===== config.mk =====
export PLATFORM = sky130hd
export DESIGN_NAME = spike_scheduler
export DESIGN_NICKNAME = d
export VERILOG_FILES = /design/src/rtl/spike_scheduler.sv
export SDC_FILE = /design/constraint.sdc
export NUM_CORES = 1
export LEC_CHECK = 0
export CAP_MARGIN = 20
export CORE_MARGIN = 2
export CORE_UTILIZATION = 55
export CTS_BUF_LIST = sky130_fd_sc_hd__clkbuf_4 sky130_fd_sc_hd__clkbuf_8 sky130_fd_sc_hd__clkbuf_16
export DETAILED_ROUTE_END_ITERATION = 10
export PLACE_DENSITY = 0.84
export SLEW_MARGIN = 40
export SYNTH_ARGS = -nofsm -noshare
export SYNTH_HDL_FRONTEND = slang
export SYNTH_SLANG_ARGS = --single-unit

===== constraint.sdc =====
create_clock -name clk -period 6.5 [get_ports clk]
set_input_delay 0.65 -clock clk [delete_from_list [all_inputs] [get_ports clk]]
set_output_delay 0.65 -clock clk [all_outputs]
set_load 0.02 [all_outputs]

===== src/rtl/spike_scheduler.sv =====
// Per-core timestep scheduler: files router spike packets into tick-indexed slot FIFOs
// by their delay field and drains the current slot to the neuron core on each tick.
module spike_scheduler #(
  parameter int PKT_W      = 34,
  parameter int NUM_SLOTS  = 4,
  parameter int SLOT_DEPTH = 8
) (
  input  logic                         clk,
  input  logic                         rst,
  input  logic                         in_valid,
  output logic                         in_ready,
  input  logic [PKT_W-1:0]             in_packet,
  input  logic                         tick,
  output logic                         out_valid,
  input  logic                         out_ready,
  output logic [PKT_W-1:0]             out_packet,
  output logic [$clog2(NUM_SLOTS)-1:0] cur_slot,
  output logic                         busy,
  output logic                         tick_overrun,
  output logic [15:0]                  drop_count
);

  localparam int SW = $clog2(NUM_SLOTS);
  localparam int PW = $clog2(SLOT_DEPTH);
  localparam int CW = PW + 1;

  typedef enum logic {IDLE, DRAIN} state_t;

  state_t           state;
  logic             pending;
  logic [CW-1:0]    count  [NUM_SLOTS];
  logic [PW-1:0]    wr_ptr [NUM_SLOTS];
  logic [PW-1:0]    rd_ptr [NUM_SLOTS];
  logic [PKT_W-1:0] mem    [NUM_SLOTS][SLOT_DEPTH];

  logic [1:0]           dly;
  logic [SW-1:0]        de;
  logic [SW-1:0]        target;
  logic                 tgt_full;
  logic                 enq;
  logic                 drop;
  logic                 deq;
  logic [NUM_SLOTS-1:0] enq_sel;
  logic [NUM_SLOTS-1:0] deq_sel;

  // Delay is clamped so a packet can never land in the slot that is being drained.
  always_comb begin
    dly = in_packet[PKT_W-3 -: 2];
    if (int'(dly) > NUM_SLOTS - 2)
      de = SW'(NUM_SLOTS - 2);
    else
      de = SW'(dly);
    target   = cur_slot + SW'(1) + de;
    tgt_full = (count[target] == CW'(SLOT_DEPTH));
    enq      = in_valid && in_ready && !tgt_full;
    drop     = in_valid && in_ready && tgt_full;
    deq      = out_valid && out_ready;
    for (int s = 0; s < NUM_SLOTS; s++) begin
      enq_sel[s] = enq && (target == SW'(s));
      deq_sel[s] = deq && (cur_slot == SW'(s));
    end
  end

  assign out_valid  = (state == DRAIN) && (count[cur_slot] != '0);
  assign out_packet = mem[cur_slot][rd_ptr[cur_slot]];
  assign busy       = (state == DRAIN) || pending;

  always_ff @(posedge clk) begin
    if (enq)
      mem[target][wr_ptr[target]] <= in_packet;
  end

  always_ff @(posedge clk or negedge rst) begin
    if (!rst) begin
      for (int s = 0; s < NUM_SLOTS; s++) begin
        count[s]  <= '0;
        wr_ptr[s] <= '0;
        rd_ptr[s] <= '0;
      end
      state        <= IDLE;
      cur_slot     <= '0;
      pending      <= 1'b0;
      tick_overrun <= 1'b0;
      drop_count   <= '0;
      in_ready     <= 1'b0;
    end else begin
      in_ready <= 1'b1;
      for (int s = 0; s < NUM_SLOTS; s++) begin
        if (enq_sel[s]) wr_ptr[s] <= wr_ptr[s] + PW'(1);
        if (deq_sel[s]) rd_ptr[s] <= rd_ptr[s] + PW'(1);
        count[s] <= count[s] + {{(CW-1){1'b0}}, enq_sel[s]} - {{(CW-1){1'b0}}, deq_sel[s]};
      end
      if (drop && drop_count != 16'hFFFF)
        drop_count <= drop_count + 16'd1;

      // A pending tick left over from a drain is replayed as a tick in IDLE.
      case (state)
        IDLE: begin
          if (tick || pending) begin
            cur_slot <= cur_slot + SW'(1);
            state    <= DRAIN;
            pending  <= 1'b0;
            if (tick && pending) tick_overrun <= 1'b1;
          end
        end
        DRAIN: begin
          if (count[cur_slot] == '0) state <= IDLE;
          if (tick) begin
            if (pending) tick_overrun <= 1'b1;
            else         pending      <= 1'b1;
          end
        end
        default: state <= IDLE;
      endcase
    end
  end

endmodule


# After elaboration in Yosys (flattened, before gate mapping)
# Memories as Yosys holds them, arrays and structs flattened.
# Index checks and enable logic that the tools add are counted.
[classes]
n_lt_le_gt_ge = 6
mux = 31
n_bitwise = 5
reduce_logical = 26
n_addsub = 19
n_eq_ne = 12
[op_table]
columns = ["operator", "count"]
rows = [
  ["$mux W272", 1],
  ["$bmux W34 S3", 1],
  ["$demux W34 S3", 1],
  ["$mux W34", 3],
  ["$add A3 B1 Y3 const B", 8],
  ["$add A16 B1 Y16 const B", 1],
  ["$add A4 B1 Y4", 4],
  ["$bmux W4 S2", 2],
  ["$logic_and A1 B1 Y1", 16],
  ["$mux W4", 4],
  ["$ne A16 B16 Y1 const B", 1],
  ["$sub A4 B1 Y4", 4],
  ["$bmux W3 S2", 2],
  ["$mux W3", 4],
  ["$mux W1", 9],
  ["$eq A2 B2 Y1 const B", 4],
  ["$ge A4 B4 Y1 const B", 2],
  ["$not A3 Y4", 2],
  ["$ge A3 B3 Y1 const B", 2],
  ["$ne A2 B2 Y1 const B", 3],
  ["$not A2 Y3", 2],
  ["$pmux W1 S2", 3],
  ["$eq A2 B1 Y1 const B", 2],
  ["$eq A4 B4 Y1 const B", 1],
  ["14 further kinds", 17],
]
[totals]
regBits = 62
mem_count = 1
output_inout_bits = 56
ram_bits = 1088
inputBits = 39
[mem_list]
columns = ["memory", "depth", "width", "rd", "rd_clocked_by_memory_dff", "write_ports", "line", "text"]
rows = [
  ["mem", 4, 272, 1, 0, 1, "34", "logic [PKT_W-1:0] mem [NUM_SLOTS][SLOT_DEPTH];"],
]

# Depth between registers and ports, before layout
# Gate-level depths: netlist of the first run.
[depth]
depth_word = 13
depth_mapped = 16
ltp_nobuf = 12

# Least setup slack after synthesis of the first run
# Ideal clock, no wire load.
[synth_timing]
path_type = "register to register"
from = "register cur_slot[0]"
to = "memory mem[0][0] in the netlist's numbering (enable)"
period_less_slack_ns = 5.026
path_stages_with_launch = 13
setup_time_ns = 0.425
setup_slack_ns = 1.474
arrival_time_ns = 4.601
path_cell_list = "dfrtp_1 -> inv_1 -> buf_1 -> clkbuf_1 -> clkbuf_1 -> ha_1 -> xnor3_2 -> mux2i_1 -> mux2_2 -> buf_4 -> buf_2 -> o211ai_1 -> nor2_1"
[synth_via]
elab_chain_cells = 12
word_cells_on_any_way = 20
classes_between = "2 x add/sub; 2 x order compare; 1 x eq/ne; 10 x mux; 2 x bitwise; 3 x reduce/logical"
[synth_rtl]
columns = ["element", "line", "text"]
rows = [
  ["start: declaration", "17", "output logic [$clog2(NUM_SLOTS)-1:0] cur_slot,"],
  ["start signal: assignment", "100", "cur_slot <= cur_slot + SW'(1);"],
  ["$add A2 B1 Y2 *", "53", "target = cur_slot + SW'(1) + de;"],
  ["$add A2 B2 Y2 *", "53", ""],
  ["$not A2 Y3 (not written as such)", "54, 70", ""],
  ["$bmux W3 S2", "70", "mem[target][wr_ptr[target]] <= in_packet;"],
  ["$mux W3 (not written as such) (2 in a row)", "70", ""],
  ["$not A3 Y4 (not written as such)", "70", ""],
  ["$ge A4 B4 Y1 (not written as such) or $lt A4 B1 Y1 (tied branches)", "70", ""],
  ["$logic_and A1 B1 Y1 (not written as such)", "70", ""],
  ["$mux W34 (not written as such)", "70", ""],
  ["$demux W34 S3", "70", ""],
  ["$mux W272 (not written as such)", "70", ""],
  ["end: declaration", "34", ""],
]
# Every way passes the cells marked *; elsewhere a longest branch is shown, timed or not. The select of a mux whose other input is x is not followed.

# Worst setup path after layout of the first run
[layout_timing]
from = "register cur_slot[0]"
to = "output port out_packet[28]"
[layout_via]
elab_chain_cells = 8
word_cells_on_any_way = 9
classes_between = "6 x mux; 2 x bitwise; 1 x memory"
[layout_rtl]
columns = ["element", "line", "text"]
rows = [
  ["$not A2 Y3 (not written as such)", "65", "assign out_packet = mem[cur_slot][rd_ptr[cur_slot]];"],
  ["$bmux W3 S2", "65", ""],
  ["$mux W3 (not written as such) (2 in a row)", "65", ""],
  ["$not A3 Y4 (not written as such)", "65", ""],
  ["$bmux W34 S3 *", "65", ""],
  ["$mux W34 (not written as such) * (2 in a row)", "65", ""],
  ["end: declaration", "16", "output logic [PKT_W-1:0] out_packet,"],
]
# Marked as above.

==> results.json, run 1 <==
{
  "finalSetupViolCount": 0,
  "clk_pin_slew_ns": 0.07,
  "overflow": 0,
  "ys_warn_count": 0,
  "clkPwrFrac": 0.245,
  "syn-num-nets": 2678,
  "synthCells": 2605,
  "max_freq_mhz": 178,
  "p_per_area_nw_per_um2": 483,
  "seq_power_share": 0.360,
  "required_ns": 5.85,
  "fin_nets": 2836,
  "grt_usage": 0.278,
  "avgSynthCellArea_sq_um": 17.7,
  "worstPathArrival_ns": 4.98,
  "tns_ns": 0,
  "cts_resized": 0,
  "min_period_ns": 5.63,
  "r2r_cells": 9,
  "drcViolationCount": 0,
  "core_sq_um": 83400,
  "cts_tree": "yes",
  "drtIter0Drc": 3879,
  "dp_cells": 3730,
  "place.gp.congestion": 0.907,
  "clock_path_buffers": 3,
  "swShare": 0.371,
  "routed_wl_mm": 120,
  "ys_seq_area_frac": 0.741,
  "numClockSinks": 1150,
  "chipWidth_um": 294,
  "placed_cell_area_sq_um": 49300,
  "cts_buffers": 106,
  "antenna_found_initial": 3,
  "postRouteAntennaNets": 0,
  "insertion_delay_ns": 0.71,
  "power_switching_mw": 9.48,
  "status": "finished clean",
  "h-tree-depth": 3,
  "timing.rr.start": "cur_slot[1]$_DFFE_PN0P_",
  "slew_headroom": 0.368,
  "critPathCaptureType": "output port",
  "path_max_fanout": 51,
  "maxCapViolations": 0,
  "viasPerCell": 6.62,
  "finalHoldViolCount": 0,
  "syn-cell-area_sq_um": 46200,
  "dieHeight_um": 294,
  "wl_per_cell_um": 30.4,
  "initial_utilization": 0.553,
  "worstSetupStartpointType": "register",
  "leakage_nw": 18.4,
  "grt_pass1_vias": 26400,
  "ys_ff_latch": 1150,
  "grt_max_degree": 85,
  "pwr-share-comb": 0.395,
  "tightest_slew_ns": 0.946,
  "row_count": 106,
  "vias": 26000,
  "synth_area_leaders": "edfxtp_1, mux2i_1, mux4_2",
  "root_buffer": "clkbuf_16",
  "vdd_drop_max_mv": 0.498,
  "io_buffers": 94,
  "fp.dieArea_sq_um": 86300,
  "layout-drive-gt1-share": 0.160,
  "drt-pass1-iter-count": 7,
  "post-synth-top-count-cell": "edfxtp_1",
  "r2r_end": "mem[2][208]$_DFFE_PP_",
  "intPower_mw": 16.1,
  "fin_cells": 3935,
  "stdcell_area_sq_um": 52900,
  "synth_top_area_frac": 0.708,
  "yosys.area.top_type": "edfxtp_1",
  "finClkSkew_ns": 0.0475,
  "r2r_slack_ns": 1.35,
  "rsz0062_at_grt": "no",
  "grt_pass1_wl_mm": 174,
  "synth_edf_count": 1088,
  "crit_type": "register to output port",
  "yosysUniqueCellTypes": 52,
  "post-cts-setup-buffer-count": 0,
  "dp_hpwl_mm": 71.7,
  "cts_hold_buf": 0,
  "synthFlopType": "edfxtp_1",
  "syn_to_final_growth_pct": 14.6,
  "hp-class": "input pin to asynchronous set/reset pin",
  "finalCritPeriodShare": 0.866,
  "io_pins": 95,
  "ys_async_sr_fraction": 0.0539,
  "drv_slew": 0,
  "synth_common_cells": "edfxtp_1, mux2i_1, nand2_1, nor2_1"
}
-- cell families after synthesis --
logic type               count (synthesis)  share of synthesized area
AND/OR/NAND/NOR                        423                     0.0410
adder cells (fa/ha/maj)                 34                    0.00986
XOR/XNOR                                40                    0.00791
other                                    1                  0.0000812
flip-flops                            1150                      0.741
AO/OA/AOI/OAI                          210                     0.0363
multiplexers                           579                      0.148
buffers and inverters                  168                     0.0156
-- metrics by stage --
step	setup slack (ns)	power, mW	util	hold WS, ns
6_report	0.872	25.6	0.634	0.0544
5_1_grt	0.890	26.3	0.634	0.110
4_1_cts	0.971	25.4	0.634	0.188
3_5_place_dp	1.27	19.2	0.592	0.445
3_3_place_gp	1.40	18.7	0.585	0.437
2_1_floorplan	1.47	15.2	-	0.354
-- cell type report --
type                    instances  area, sq um
fillers                      5225        30500
well taps                    1080         1350
flip-flops and latches       1150        34200
clock inverters                80          719
diodes                          1         2.50
repair buffers                193         2090
clock buffers                 119         2790
multi-input cells            1287        11600
inverters                      25         98.8
-- worst max-delay path by stage --
| stage | startpoint | endpoint | slack (ns) | cells after the start |
|---|---|---|---|---|
| 6_report | cur_slot[0]$_DFFE_PN0P_ | out_packet[28] | 0.87 | 7 |
| 3_5_place_dp | in_packet[31] | mem[2][217]$_DFFE_PP_ | 1.27 | 8 |
| 4_1_cts | cur_slot[0]$_DFFE_PN0P_ | out_packet[16] | 0.97 | 6 |
| 2_1_floorplan | cur_slot[0]$_DFFE_PN0P_ | mem[0][0]$_DFFE_PP_ | 1.47 | 12 |
| 5_1_grt | cur_slot[1]$_DFFE_PN0P_ | out_packet[32] | 0.89 | 7 |
| 3_3_place_gp | in_packet[31] | mem[2][69]$_DFFE_PP_ | 1.40 | 7 |
-- layout by cell type (no fill, tap or decap), types with 28 or more instances in the layout --
cell             instances
edfxtp_1              1088
clkdlybuf4s50_1         72
dfrtp_1                 56
o22ai_1                 34
nor2_1                  66
ha_1                    30
nand3_1                 54
mux4_2                  81
nand2_1                181
buf_4                   56
clkinv_1                31
clkbuf_16              108
a311oi_1                33
nor2_4                  32
nor2b_1                 28
mux2i_1                472
-- registers in the layout, indices dropped and copies added, names as in the netlist --
name,flops
rd_ptr,12
in_ready,1
state,1
mem,1088
count,16
wr_ptr,12
tick_overrun,1
drop_count,16
cur_slot,2
pending,1
-- power by group through the flow --
| stage | sequential, mW | combinational, mW | clock, mW |
|---|---|---|---|
| 6_report | 9.20 | 10.1 | 6.27 |
| 3_3_place_gp | 9.29 | 9.40 | 0 |
| 5_1_grt | 9.24 | 10.5 | 6.55 |
| 4_1_cts | 9.19 | 9.96 | 6.29 |
| 2_1_floorplan | 9.03 | 6.21 | 0 |
| 3_5_place_dp | 9.33 | 9.83 | 0 |
-- critical path: stages, from the launching register on --
cell and delay (ns):
dfrtp_4 0.76, buf_4 0.66, mux2_2 0.84, buf_4 0.35
nor2_1 0.08, a311oi_1 0.67, o21ai_0 0.28, clkdlybuf4s50_1 0.61
-- per-layer routing --
layer  GRT usage  wire length (um)
met5           0                22
met4       0.143              6240
met1       0.358             41300
met2       0.451             57700
met3      0.0588             14500
Power figures use the tool's default switching activity.
==> inputs of run 2 (changes only) <==
- CTS_CLUSTER_SIZE: default -> 30
==> results of run 2 <==
No change in the layout: final DEF, timing and power equal those of run 1.
